## config.mk

```make
export PLATFORM = sky130hd
export DESIGN_NAME = apb_slave_regs
export DESIGN_NICKNAME = d
export VERILOG_FILES = /design/src/rtl/apb_slave_regs.sv
export SDC_FILE = /design/constraint.sdc
export NUM_CORES = 1
export LEC_CHECK = 0
export ABC_AREA = 1
export CAP_MARGIN = 20
export CORE_ASPECT_RATIO = 1.4
export CORE_MARGIN = 4
export CORE_UTILIZATION = 50
export CTS_CLUSTER_DIAMETER = 50
export DETAILED_ROUTE_END_ITERATION = 10
export PLACE_DENSITY = 0.75
export RECOVER_POWER = 50
export REMOVE_ABC_BUFFERS = 1
export SYNTH_ARGS = -nofsm -noshare
export SYNTH_HDL_FRONTEND = slang
export SYNTH_SLANG_ARGS = --single-unit
```

## constraint.sdc

```tcl
create_clock -name pclk -period 3.7 [get_ports pclk]
set_input_delay 0.74 -clock pclk [delete_from_list [all_inputs] [get_ports pclk]]
set_output_delay 0.74 -clock pclk [all_outputs]
set_load 0.01 [all_outputs]
```

## src/rtl/apb_slave_regs.sv

```systemverilog
// APB completer with a byte-wide register file, programmable wait states,
// out-of-range error responses and a saturating error counter.
module apb_slave_regs #(
  parameter int ADDR_WIDTH  = 4,
  parameter int DATA_WIDTH  = 8,
  parameter int MEM_DEPTH   = 8,
  parameter int WAIT_STATES = 1
) (
  input  logic                  pclk,
  input  logic                  prst,
  input  logic                  psel,
  input  logic                  penable,
  input  logic                  pwrite,
  input  logic [ADDR_WIDTH-1:0] paddr,
  input  logic [DATA_WIDTH-1:0] pwdata,
  output logic [DATA_WIDTH-1:0] prdata,
  output logic                  pready,
  output logic                  pslverr,
  output logic [7:0]            err_cnt
);

  typedef enum logic [1:0] {
    SLAVE_IDLE  = 2'd0,
    SLAVE_WRITE = 2'd1,
    SLAVE_READ  = 2'd2
  } apb_slave_state_t;

  localparam int IDX_W = (MEM_DEPTH > 1) ? $clog2(MEM_DEPTH) : 1;
  localparam logic [ADDR_WIDTH:0] DEPTH_L = (ADDR_WIDTH + 1)'(MEM_DEPTH);

  apb_slave_state_t      state_reg, state_next;
  logic [3:0]            wait_cnt_reg, wait_cnt_next;
  logic [IDX_W-1:0]      addr_reg;
  logic [DATA_WIDTH-1:0] wdata_reg;
  logic                  err_reg;
  logic [7:0]            err_cnt_reg;
  logic                  setup;
  logic                  mem_we;
  logic [DATA_WIDTH-1:0] mem [MEM_DEPTH];

  assign setup = (state_reg == SLAVE_IDLE) && psel && !penable;

  always_comb begin
    state_next    = state_reg;
    wait_cnt_next = wait_cnt_reg;
    pready        = 1'b0;
    case (state_reg)
      SLAVE_IDLE: begin
        if (setup) begin
          wait_cnt_next = 4'(WAIT_STATES);
          state_next    = pwrite ? SLAVE_WRITE : SLAVE_READ;
        end
      end
      SLAVE_WRITE, SLAVE_READ: begin
        // Dropping psel mid-transfer abandons it with no side effects.
        if (!psel) begin
          state_next = SLAVE_IDLE;
        end else if (penable) begin
          if (wait_cnt_reg == 4'd0) begin
            pready     = 1'b1;
            state_next = SLAVE_IDLE;
          end else begin
            wait_cnt_next = wait_cnt_reg - 4'd1;
          end
        end
      end
      default: state_next = SLAVE_IDLE;
    endcase
  end

  assign pslverr = pready && err_reg;
  assign mem_we  = pready && (state_reg == SLAVE_WRITE) && !err_reg;
  assign err_cnt = err_cnt_reg;

  always_comb begin
    prdata = '0;
    if (pready && (state_reg == SLAVE_READ) && !err_reg) begin
      prdata = mem[addr_reg];
    end
  end

  always_ff @(posedge pclk or posedge prst) begin
    if (prst) begin
      state_reg    <= SLAVE_IDLE;
      wait_cnt_reg <= 4'd0;
      addr_reg     <= '0;
      wdata_reg    <= '0;
      err_reg      <= 1'b0;
      err_cnt_reg  <= 8'd0;
    end else begin
      state_reg    <= state_next;
      wait_cnt_reg <= wait_cnt_next;
      if (setup) begin
        addr_reg  <= paddr[IDX_W-1:0];
        wdata_reg <= pwdata;
        err_reg   <= ({1'b0, paddr} >= DEPTH_L);
      end
      if (pslverr && (err_cnt_reg != 8'hFF)) begin
        err_cnt_reg <= err_cnt_reg + 8'd1;
      end
    end
  end

  // Register file needs a full clear on reset, so it is kept in flops.
  always_ff @(posedge pclk or posedge prst) begin
    if (prst) begin
      for (int i = 0; i < MEM_DEPTH; i++) begin
        mem[i] <= '0;
      end
    end else if (mem_we) begin
      mem[addr_reg] <= wdata_reg;
    end
  end

endmodule
```

-- After elaboration in Yosys (flattened, before gate mapping)
Index checks and enable logic that the tools add are counted.
- flip-flop bits (word level): 90
- bits of input ports: 17
- output and inout port bits: 18
- word-level logic and storage cells: 68
- add/sub/neg operators: 2
- order comparisons: 3
- equal/unequal tests: 9
- mux-type cells: 22
- bitwise gates (word level): 1
- reductions and logical operators: 17
- operators with widths (cell ; count):
    64-bit bitwise mux ; 1
    8-bit two-way mux ; 4
    8-bit binary-select mux with 3-bit select ; 1
    8-bit demux with 3-bit select ; 1
    4-bit two-way mux ; 4
    2-bit two-way mux ; 5
    1-bit logical AND ; 9
    8-bit by 1-bit adder with 8-bit output (second input constant) ; 1
    4-bit greater-or-equal comparator (second input constant) ; 2
    2-bit inequality test (second input constant) ; 4
    8-bit inequality test (second input constant) ; 1
    4-bit one-hot mux with 2 select lines ; 1
    3-bit inequality test (second input constant) ; 2
    5-bit AND reduction ; 1
    4-bit zero test ; 1
    4-bit by 1-bit < comparator with 1-bit output (second input constant) ; 1
    1-bit two-way mux ; 4
    3-bit NOT with 4-bit output ; 1
    2-bit one-hot mux with 2 select lines ; 1
    4-bit by 1-bit subtractor with 4-bit output (second input constant) ; 1
    3-bit AND reduction ; 1
    2-bit by 1-bit equality test with 1-bit output (second input constant) ; 1
    2-bit equality test (second input constant) ; 1
    1-bit zero test ; 2
    3 further kinds ; 3

-- Logic depth before layout (Yosys ltp)
- depth in word-level cells: 8
- depth in mapped cells: 9

-- Worst setup path before layout
No wires, ideal clock.
- path type: register to output
- from: reg state_reg[0]
- to: out prdata[0]
- arrival time: 1.677 ns
- required time: 2.960 ns
- path slack: 1.283 ns
- cell stages (with the launch flop): 9
- buffers on the path: 2
- cell sequence: dfrtp_1 inv_1 ha_1 buf_4 nand2_1 nor3_2 buf_4 nand2_1 nor2_1
- longest elaborated chain between the ends: 6
- ends and longest elaborated chain (what ; line ; source):
    start: declaration ; 31 ; apb_slave_state_t state_reg, state_next;
    start signal: assignment ; 91 ; state_reg <= state_next;
    2-bit by 1-bit equality test with 1-bit output or 2-bit equality test (tied branches) ; 47, 77 ;
    2-bit OR reduction ; 47 ; case (state_reg)
    1-bit two-way mux ; 47 ;
    1-bit logical AND (*) (2 in series) ; 77 ; if (pready && (state_reg == SLAVE_READ) && !err_reg) begin
    8-bit two-way mux (*) ; 77 ;
    end: declaration ; 16 ; output logic [DATA_WIDTH-1:0] prdata,
Mark *: on every way between the ends. The rest lies on a longest branch, timed or not.

-- Worst setup path after layout
- from: in psel
- to: out prdata[4]
- longest elaborated chain between the ends: 5
- ends and longest elaborated chain (what ; line ; source):
    start: declaration ; 11 ; input logic psel,
    1-bit two-way mux ; 56 ; if (!psel) begin
    1-bit two-way mux ; 47 ;
    1-bit logical AND (2 in series) ; 77 ;
    8-bit two-way mux ; 77 ;
No other way between the ends.

==> results.tsv <==
metric	value	unit
GP Congestion	0.871	
synthesized cell area	4700	sq um
Overflow after GRT	0	
Setup crit start kind	input pin	
final worst path period need	3400	ps
Area growth, synth to finish	14.8	%
Static Leak	2.78	nW
max reg flops	64	
Vias/cell	5.84	
Synth Area per Inst	7.80	sq um
via count	4300	
I/O pin count	35	
Setup violations, final	0	
critical path's top delay family	buffers and inverters	
DR WL/cell	17.0	um
max incr delay on CP	600	ps
maximum fanout along the worst path	8	
post_cts resized	0	
Cell Rows	41	
register area share after synthesis	47.9	%
htree depth	3	
maximum clock insertion buffer count	2	
clock tree from TritonCTS	done	
initial antenna violation count	0	
fin cells	736	
Crit. End Element	output port	
Max-cap violations	1	
antenna viol nets, final	0	
Clock Tree Root	clkbuf_16	
Finished Cell Area	5390	sq um
layout cells sized above 1	8.74	%
P per Cell Area	639	nW/um^2
GRT Util Overall	24.1	%
Placed Cells	720	
fmax	0.294	GHz
DR DRC count	0	
Final TNS setup	0	ps
Die Area	11000	sq um
Synth top area share	47.9	%
final WL	12500	um
WP data arrival	2660	ps
critical path type	input pin to output port	
CP max stage cell	dlygate4sd3_1	
#FFs+latches synth	90	
critical-path cell list	dlygate4sd3_1, nand2_1, nor3_4, nand2_1, nor2_1, clkdlybuf4s50_1	
Antenna Cells	0	
WP data required	2960	ps
Max Clock Skew	4.88	ps
status	complete, but fails checks	
dpl cell area	5090	sq um
Synth area leader	dfrtp_1	
Synth cell types	26	
Hold Crit Class	register to register	
Initial Util	51.7	%
CTS Sinks	90	
drt first-iter violations	456	
Clock transition at path regs	60	ps
WP buf/inv	2	
reg2reg setup slack	1410	ps
pin count of the biggest net entering global routing	65	
Total Power	3.44	mW
worst skew pair latency	340	ps
failing checks	capacitance limit, slew limit	
Synth area leaders	dfrtp_1, nand2_1, nand4_1, nand3_1, inv_1	
post-CTS setup repair buffer count	0	
final core occ	59.4	%
final net count	647	
chip height	123	um
Placement Setup Slack	300	ps
final setup margin	302	ps
slew margin rel.	-32.2	%
hold buffers post-CTS	0	
Tcrit/Tclk final	91.9	%
Hold Vio Cnt, Final	0	
RSZ-0062 raised after global routing	false	
final hold slack	480	ps
max-slew violations	44	
vias in the first global route	4040	
Die X-Extent	89.9	um
most frequent CP cell	nand2_1	
dpl hpwl	8080	um
global-route wire length before repair	20900	um
Port Buffers	34	
synth warn	0	
cts bufs inserted	9	
Core ar.	9080	sq um
Mapped Cells	602	
Worst Tran Pin Value	1970	ps
Peak VDD IR	0.489	mV
TritonRoute pass-1 iters	5	
[where the power goes]
group	total, mW	leakage (nW)	switching [mW]	internal, mW
logic	1.13	1.40	0.813	0.318
registers	1.38	1.23	0.268	1.11
clock network	0.935	0.151	0.378	0.557
total	3.44	2.78	1.46	1.98
[layout make-up]
class,instances,area [sq um]
Clock buffer,11,253
Clock inverter,5,52.6
Fill cell,812,3690
Inverter,36,136
Multi-Input combinational cell,443,2160
Sequential cell,90,2250
Tap cell,107,134
Timing Repair Buffer,44,405
[per-layer routing]
layer / vias up / share of wire (%) / wire, um / GRT usage (%)
met5: - / 0 / 0 / 0
met3: 35 / 6.7 / 835 / 4.60
met4: 0 / 3.5 / 438 / 9.87
met1: 2033 / 40 / 4980 / 30.6
li1: 2021 / - / - / -
met2: 211 / 50 / 6250 / 40.9
[logic make-up (layout without fill, tap and decap cells)]
| group | count (synthesis) | count (layout) | share of synthesized area [%] |
|---|---|---|---|
| AO/OA/AOI/OAI | 13 | 13 | 1.49 |
| flip-flops | 90 | 90 | 47.9 |
| adder cells (fa/ha/maj) | 6 | 6 | 1.60 |
| buffers and inverters | 69 | 96 | 6.31 |
| XOR/XNOR | 7 | 7 | 1.31 |
| AND/OR/NAND/NOR | 417 | 417 | 41.3 |
[synthesized netlist by cell type]
cell type and count:
buf_1 2, buf_2 9, buf_4 7, clkbuf_1 15, clkinv_1 1, dfrtp_1 90, ha_1 6, inv_1 33
inv_2 2, nand2_1 258, nand3_1 37, nand3_2 1, nand4_1 73, nand4_2 8, nor2_1 22, nor2_2 7
nor2_4 1, nor2_8 1, nor3_2 2, o211ai_1 1, o21ai_0 8, o21ai_1 3, o31ai_1 1, or2_2 7
xnor2_1 5, xor2_1 2
[layout by cell type, fill, tap and decap left out, drive strengths merged]
cell / count
inv: 34
ha: 6
nand2: 258
nor3: 2
nand4: 81
o31ai: 1
xnor2: 5
o21ai: 11
o211ai: 1
nor2: 31
dfrtp: 90
clkinvlp: 2
clkinv: 4
dlygate4sd3: 7
clkdlybuf4s50: 27
clkbuf: 14
buf: 7
xor2: 2
nand3: 38
bufinv: 1
or2: 7
[path summary, 6_finish.rpt]
| path | endpoint | cells after the start | start |
|---|---|---|---|
| hold reg to reg | mem[30] | 2 | mem[30] |
| max in group asynchronous | mem[43] | 3 | prst |
| min in group asynchronous | err_reg | 2 | prst |
| setup / recovery | prdata[4] | 6 | psel |
| setup reg to reg | err_cnt[2] | 9 | state_reg[0] |
| hold / removal | mem[30] | 2 | mem[30] |
[worst min-delay path, cell delays in order (launching register included)]
cell	delay, ps
dfrtp_1	340
nand2_1	50
nand2_1	50
Note: power is estimated with default switching activity, not from simulation.
==> patch (config.mk and constraints unchanged) <==
`DATA_WIDTH`: 8 -> 6.
--- a/src/rtl/apb_slave_regs.sv
+++ b/src/rtl/apb_slave_regs.sv
@@ -2,7 +2,7 @@
 // out-of-range error responses and a saturating error counter.
 module apb_slave_regs #(
   parameter int ADDR_WIDTH  = 4,
-  parameter int DATA_WIDTH  = 8,
+  parameter int DATA_WIDTH  = 6,
   parameter int MEM_DEPTH   = 8,
   parameter int WAIT_STATES = 1
 ) (
Interface: changed (resized prdata and pwdata); port bits go from 35 to 31. The function was not compared with the original's and may differ.
==> patch against the original RTL <==
The flow still finishes with violations (capacitance limit, slew limit); sequential cell count shrank 18; worst hold slack better by 0.0028 ns; first-iteration DRC count fell by 30%; setup slack better by 0.037 ns; global-route usage down 1.8 points; cell area decreased by 19%; routed wire length down 26%; die area decreased by 18%; area after synthesis is 19% lower; count of clock-buffer cells in the layout grew 3; total power shrank 27%; non-clock buffer count is 6 lower; critical path type unchanged; critical endpoint is now prdata[2].
==> patch: results (changes against the original RTL) <==
outcome:
  status: "finished with violations"  # unchanged
  violations: "capacitance limit, slew limit"  # unchanged
sta:
  finalSetupViolCount: 0  # unchanged
  finClkSkew_ns: 0.00951  # was 0.00488 ns
  relSlewSlack: -0.167  # was -0.322
  finalMaxSlewViolations: 73  # was 44
synth:
  ys_top_cells_by_area: "dfrtp_1, nand2_1, nand4_1"  # unchanged
  synthArstFlopShare: 1.00  # unchanged
  synth.top_cells.by_count: "nand2_1, dfrtp_1, nand4_1"  # unchanged
  seq_area_frac_synth: 0.474  # was 0.479
  yosys.cell_types.count: 28  # was 26
worst_setup_path:
  reg2reg_depth: 5  # was 9
  worstPathArrival_ns: 2.62  # was 2.66 ns
  cp_max_fo: 6  # was 8
route:
  drt_iter0_drc: 319  # was 456
  finalWirelength_um: 9280  # was 12500 um
  vias: 3363  # was 4300
cells_and_area:
  largest_register_ff_count: 48  # was 64
  fin_nets: 540  # was 647
  drive_above_1_share: 0.0782  # was 0.0874
  fillCellCount: 668  # was 812
placed_design:
  place_area_mm2: 0.00416  # was 0.00509 mm^2
  io_buffers: 30  # was 34
  gp_congestion: 0.850  # was 0.871
  place_ws_ns: 0.402  # was 0.300 ns
  hpwl_um: 6100  # was 8080 um
power_and_ir_drop:
  power_leakage_nw: 2.16  # was 2.78 nW
  swShare: 0.430  # was 0.424
  ir_worst_vdd_mv: 0.445  # was 0.489 mV
grt:
  grt_use_total: 0.223  # was 0.241
  grt_pass1_wl_um: 15500  # was 20900 um
  grt_max_degree: 73  # was 65
  first_global_vias: 3157  # was 4040
run:
  maxCapViolations: 1  # unchanged
cts:
  clock_latency_ns: 0.36  # was 0.34 ns
  ctsRootBufferMaster: "clkbuf_8"  # was clkbuf_16
min_path:
  hold_class: "flop to flop"  # unchanged
## patch: cell types whose count changed after synthesis, moves of 2 or more
cell,before,now
nor2_1,22,12
nor3_1,0,3
nand3_1,37,31
or2_2,7,1
buf_4,7,3
dfrtp_1,90,72
nand4_2,8,2
nand2_1,258,213
nor2_4,1,3
o21ai_0,8,11
nand4_1,73,57
buf_1,2,0
## patch: worst paths after layout
check | start | endpoint | slack (ns)
setup / recovery | psel | prdata[2] | 0.34
hold / removal | wait_cnt_reg[0] | wait_cnt_reg[0] | 0.48
setup reg to reg | state_reg[1] | mem[2] | 1.57
hold reg to reg | wait_cnt_reg[0] | wait_cnt_reg[0] | 0.48
max in group asynchronous | prst | mem[12] | 1.22
min in group asynchronous | prst | err_cnt[1] | 1.44
## patch: kinds of logic after synthesis
kind of cell,share of synthesized area
compound gates,0.0224
fa+ha+maj,0.0198
flops,0.474
buf+inv,0.0688
simple gates,0.401
xor+xnor,0.0138
## patch: stage by stage
step                      cells  total power, W   util  hold slack [ns]
after floorplan             470         0.00159      -            0.445
after global placement      605         0.00191  0.565            0.458
after detailed placement    605         0.00192  0.565            0.466
after CTS                   621         0.00252  0.591            0.486
after global routing        621         0.00267  0.590            0.498
final                       621         0.00252  0.590            0.483
## patch: power by group through the flow
stage	Sequential, W	Clock [W]	Combinational (W)
6_report	0.00109	0.000591	0.000841
5_1_grt	0.00109	0.000638	0.000944
4_1_cts	0.00108	0.000605	0.000838
3_5_place_dp	0.00109	0	0.000833
3_3_place_gp	0.00108	0	0.000827
2_1_floorplan	0.00104	0	0.000551
## patch: worst max-delay path, delay by kind of cell
family                 cells  cell delay [ns]
buffers and inverters      2             1.17
and+or+nand+nor            4             0.72
## patch: cell type report
class	instances	area [um^2]	area share
inverter	36	135	0.0311
timing repair buffer	38	358	0.0824
clock buffer	14	173	0.0397
clock inverter	2	12.5	0.00288
sequential	72	1800	0.415
multi-input combinational	362	1740	0.401
tap	97	121	0.0279
## patch: per-layer routing
layer | global-route usage | share of wire | vias to the layer above
met1 | 0.291 | 0.42 | 1556
li1 | - | - | 1663
met2 | 0.341 | 0.48 | 111
met3 | 0.0472 | 0.063 | 33
met5 | 0 | 0 | -
met4 | 0.119 | 0.037 | 0
